<file path="src/rtl/icache.sv">
// icache: direct-mapped, one-word-per-frame read-only instruction cache with zero-latency hits
// and saturating hit/miss statistics.
module icache #(
    parameter int NSETS = 16,
    parameter int CNT_W = 32
) (
    input  logic             CLK,
    input  logic             nRST,
    input  logic             imemREN,
    input  logic [31:0]      imemaddr,
    output logic             ihit,
    output logic [31:0]      imemload,
    output logic             iREN,
    output logic [31:0]      iaddr,
    input  logic             iwait,
    input  logic [31:0]      iload,
    output logic [CNT_W-1:0] hit_count,
    output logic [CNT_W-1:0] miss_count
);
    localparam int IDX_W = $clog2(NSETS);
    localparam int TAG_W = 30 - IDX_W;
    localparam logic IDLE = 1'b0;
    localparam logic FETCH = 1'b1;

    logic             state_q, state_d;
    logic [31:0]      miss_addr_q, miss_addr_d;
    logic [NSETS-1:0] valid_q, valid_d;
    logic [CNT_W-1:0] hit_q, hit_d, miss_q, miss_d;
    logic [TAG_W-1:0] tag_q [NSETS];
    logic [31:0]      data_q [NSETS];
    logic [IDX_W-1:0] idx, fidx;
    logic             hit, fill, unused_ok;

    assign idx = imemaddr[IDX_W+1:2];
    assign fidx = miss_addr_q[IDX_W+1:2];
    // Lookup is suppressed while a refill is outstanding
    assign hit = imemREN && state_q == IDLE && valid_q[idx] && tag_q[idx] == imemaddr[31:IDX_W+2];
    assign fill = state_q == FETCH && !iwait;
    assign ihit = hit;
    assign imemload = hit ? data_q[idx] : '0;
    assign iREN = state_q == FETCH;
    assign iaddr = miss_addr_q;
    assign hit_count = hit_q;
    assign miss_count = miss_q;
    assign unused_ok = ^imemaddr[1:0];

    always_comb begin
        state_d = state_q;
        miss_addr_d = miss_addr_q;
        valid_d = valid_q;
        hit_d = hit_q;
        miss_d = miss_q;
        if (hit) hit_d = hit_q + {{(CNT_W-1){1'b0}}, ~&hit_q};
        if (state_q == IDLE && imemREN && !hit) begin
            state_d = FETCH;
            miss_addr_d = {imemaddr[31:2], 2'b00};
            miss_d = miss_q + {{(CNT_W-1){1'b0}}, ~&miss_q};
        end
        if (fill) begin
            state_d = IDLE;
            valid_d[fidx] = 1'b1;
        end
    end

    always_ff @(posedge CLK or negedge nRST) begin
        if (!nRST) begin
            state_q <= IDLE;
            miss_addr_q <= '0;
            valid_q <= '0;
            hit_q <= '0;
            miss_q <= '0;
        end else begin
            state_q <= state_d;
            miss_addr_q <= miss_addr_d;
            valid_q <= valid_d;
            hit_q <= hit_d;
            miss_q <= miss_d;
        end
    end

    always_ff @(posedge CLK) begin
        if (fill) begin
            tag_q[fidx] <= miss_addr_q[31:IDX_W+2];
            data_q[fidx] <= iload;
        end
    end
endmodule

</file>
<file path="config.mk">
export PLATFORM = sky130hd
export DESIGN_NAME = icache
export DESIGN_NICKNAME = d
export VERILOG_FILES = /design/src/rtl/icache.sv
export SDC_FILE = /design/constraint.sdc
export NUM_CORES = 1
export LEC_CHECK = 0
export ABC_AREA = 1
export BUFFER_PORTS_ARGS = -buffer_cell sky130_fd_sc_hd__buf_4
export CAP_MARGIN = 20
export CELL_PAD_IN_SITES_DETAIL_PLACEMENT = 2
export CELL_PAD_IN_SITES_GLOBAL_PLACEMENT = 2
export CORE_MARGIN = 2
export CORE_UTILIZATION = 38
export DETAILED_ROUTE_END_ITERATION = 12
export PLACE_DENSITY_LB_ADDON = 0.25
export SLEW_MARGIN = 20
export SYNTH_ARGS = -nofsm -noshare
export SYNTH_HDL_FRONTEND = slang
export SYNTH_SLANG_ARGS = --single-unit
export TNS_END_PERCENT = 30
</file>
<file path="constraint.sdc">
create_clock -name CLK -period 3.4 [get_ports CLK]
set_input_delay 0.68 -clock CLK [delete_from_list [all_inputs] [get_ports CLK]]
set_output_delay 0.68 -clock CLK [all_outputs]
set_load 0.02 [all_outputs]
</file>
==> results.yml <==
power_and_ir_drop:
  vdd_drop_max_mv: 0.485
  powerDensity_nw_per_um2: 630
  p_leak_nw: 21.7
yosys:
  synth.distinct_cells: 40
  yosysSeqAreaShare_pct: 68.8
  avgSynthCellArea_um2: 11.0
  synth_largest_area_cell: "edfxtp_1"
  async_reset_ff_share_pct: 10.7
  mappedNetlistArea_um2: 44600
  synth_edf_count: 928
  ys_top_cells_by_area: "edfxtp_1 (63%), nand2_1 (11%), dfrtp_1 (6.2%), nand3_1 (4.5%), a21oi_1 (2.6%)"
  synth_top_area_share_pct: 62.5
  synth_ff_type: "edfxtp_1"
  syn_inst: 4048
  synth-seq-cells: 1039
  ys_warn_count: 0
global_route:
  antenna_found_initial: 6
  grt_pass1_vias: 37800
  grt_max_degree: 161
  grtUsageTotal_pct: 28.6
  grt_pass1_wl_mm: 255
  grt-ovfl-total: 0
sta:
  hold_violations: 0
  skew_ns: 0.0583
  drv_slew: 0
  grt_setup_unrepaired: "yes"
  max_slew_margin_pct: 38.7
  post-route-period-util_pct: 118
  max_freq_ghz: 0.248
  setup_slack_ns: -0.626
  fin_crit_ns: 4.03
  tightestPinTransition_ns: 0.919
  setup_viol: 98
setup_path:
  crit_fanout: 7
  critical_path_class: "reg -> out"
  crit_required_ns: 2.72
  critPathArrivalTime_ns: 3.35
  end_kind: "output port"
  start_kind: "flip-flop"
floorplanning:
  die_w_um: 346
  die_h_um: 346
  start_util_pct: 38.3
  row_count: 125
  core-area_um2: 116000
  io_pins: 198
  floorplan.die_area_um2: 120000
clock_network:
  cts_root_buf: "clkbuf_16"
  cts_sinks: 1039
  cts.htree.levels: 3
  clk_pin_slew_ns: 0.06
  cts_tree: "done"
  cts.path.max_buffers: 3
  cts-buffers-inserted: 113
  clk_latency_ns: 0.76
finish:
  area_growth_pct: 23.7
  post-route-util_pct: 47.4
  final_cells: 6053
  final_cell_mix: "nand2_1 (1244), edfxtp_1 (928), nand3_1 (361)"
  layout_commonest_cell: "nand2_1"
  diodes: 0
  drive_gt1_share_pct: 18.2
  nets: 4503
routing:
  via_count: 34100
  totalWireLength_mm: 174
  route.detailed.drc: 0
  ant_nets: 0
  wl_per_cell_um: 28.8
  first_iter_violations: 2417
  avgViaCountPerCell: 5.64
  first_pass_iters: 5
placement:
  dp_hpwl_mm: 96.1
  port_buffers: 193
  dp_cells: 5787
  gp_congestion: 0.860
worst_hold_path:
  hold_path_class: "in -> reg"
run:
  maxCapViolCount: 0
status:
  status: "finished, violations left"
  violations: "setup timing"
[cells by family after synthesis]
kind of cell,after synthesis,share of synthesized area [%]
AOI/OAI and AO/OA,432,6.10
adders and majority gates,4,0.112
DFF,1039,68.8
xor gates and xnor gates,45,0.885
and+or+nand+nor,2020,19.0
buffers and inverters,507,5.13
other,1,0.00842
[through the flow]
stage / hold WS [ns] / total power [W] / TNS (ns) / cell area (um^2) / setup WS (ns)
2_1_floorplan: 0.384 / 0.0185 / -584.96 / 44600 / -0.641
3_3_place_gp: 0.438 / 0.0209 / -20.36 / 49600 / -0.608
3_5_place_dp: 0.453 / 0.0212 / -28.44 / 49600 / -0.591
4_1_cts: 0.175 / 0.0347 / -18.84 / 54800 / -0.460
5_1_grt: 0.208 / 0.0357 / -44.68 / 55100 / -0.677
6_report: 0.214 / 0.0347 / -34.52 / 55100 / -0.626
[metal layers]
layer | global-route usage, % | part of all wire (%) | vias to the layer above
met5 | 0 | 0.038 | -
met4 | 10.0 | 3.4 | 10
met3 | 3.79 | 4.4 | 349
met2 | 52.0 | 52 | 959
met1 | 34.5 | 40 | 18000
li1 | - | - | 14800
[cells in the mapped netlist (all sizes together), types with 13 or more instances]
| library cell | number |
|---|---|
| nor2 | 214 |
| a221oi | 98 |
| nand2 | 1276 |
| buf | 122 |
| clkbuf | 103 |
| inv | 280 |
| nand4 | 13 |
| a21oi | 232 |
| and3 | 33 |
| nor3 | 23 |
| nand3 | 415 |
| xor2 | 36 |
| or3 | 23 |
| dfrtp | 111 |
| o211ai | 15 |
| a311o | 30 |
| edfxtp | 928 |
| o21ai | 57 |
[critical path, stage by stage (launching register included)]
cell	delay, ns
edfxtp_1	0.45
nor2_2	0.17
nor2_2	0.05
o21ai_1	0.07
nand3_1	0.13
nand3_2	0.17
buf_6	0.13
a21oi_4	0.05
nor2_2	0.09
nand2_1	0.09
nor2_1	0.12
nand2_1	0.11
nor2_4	0.13
buf_12	0.14
buf_16	0.15
buf_16	0.18
and3_4	0.21
buf_6	0.11
[flip-flops by register name, summed over array words and instances (netlist names)]
register and cells:
tag_q 416, hit_count 32, iaddr 30, iREN 1, miss_count 32, valid_q 16
data_q 512
[final timing paths]
check | slack (ns) | from | depth (start not counted) | endpoint
worst max-delay path | -0.63 | tag_q[10][16] | 17 | imemload[21]
worst min-delay path | 0.21 | imemaddr[28] | 3 | iaddr[28]
worst max register to register | -0.28 | tag_q[14][24] | 29 | iaddr[21]
worst min register to register | 0.46 | valid_q[2] | 2 | valid_q[2]
max in group asynchronous | 2.07 | nRST | 3 | miss_count[27]
min in group asynchronous | 0.51 | nRST | 2 | hit_count[11]
[area by class of cell]
| class | instances | area [um^2] |
|---|---|---|
| Fill cell | 11600 | 61100 |
| Sequential cell | 1039 | 30600 |
| Multi-Input combinational cell | 2503 | 12300 |
| Timing Repair Buffer | 490 | 5190 |
| Clock buffer | 135 | 2930 |
| Tap cell | 1524 | 1910 |
| Inverter | 282 | 1110 |
| Clock inverter | 78 | 1030 |
| Timing Repair inverter | 2 | 22.5 |
[where the power goes]
group          internal (W)  total (W)  switching (W)
clock network       0.00784     0.0134        0.00556
registers            0.0156     0.0166        0.00106
logic               0.00142    0.00467        0.00325
[what timing repair did]
item,CTS,global route
buffers inserted,28,7
endpoints found under the setup margin,33,117
hold buffers,1,0
cloned,16,3
resized for setup,139,66
pin swaps,19,29
endpoints found under the hold margin,47,0
Note: power is estimated with default switching activity, not from simulation.
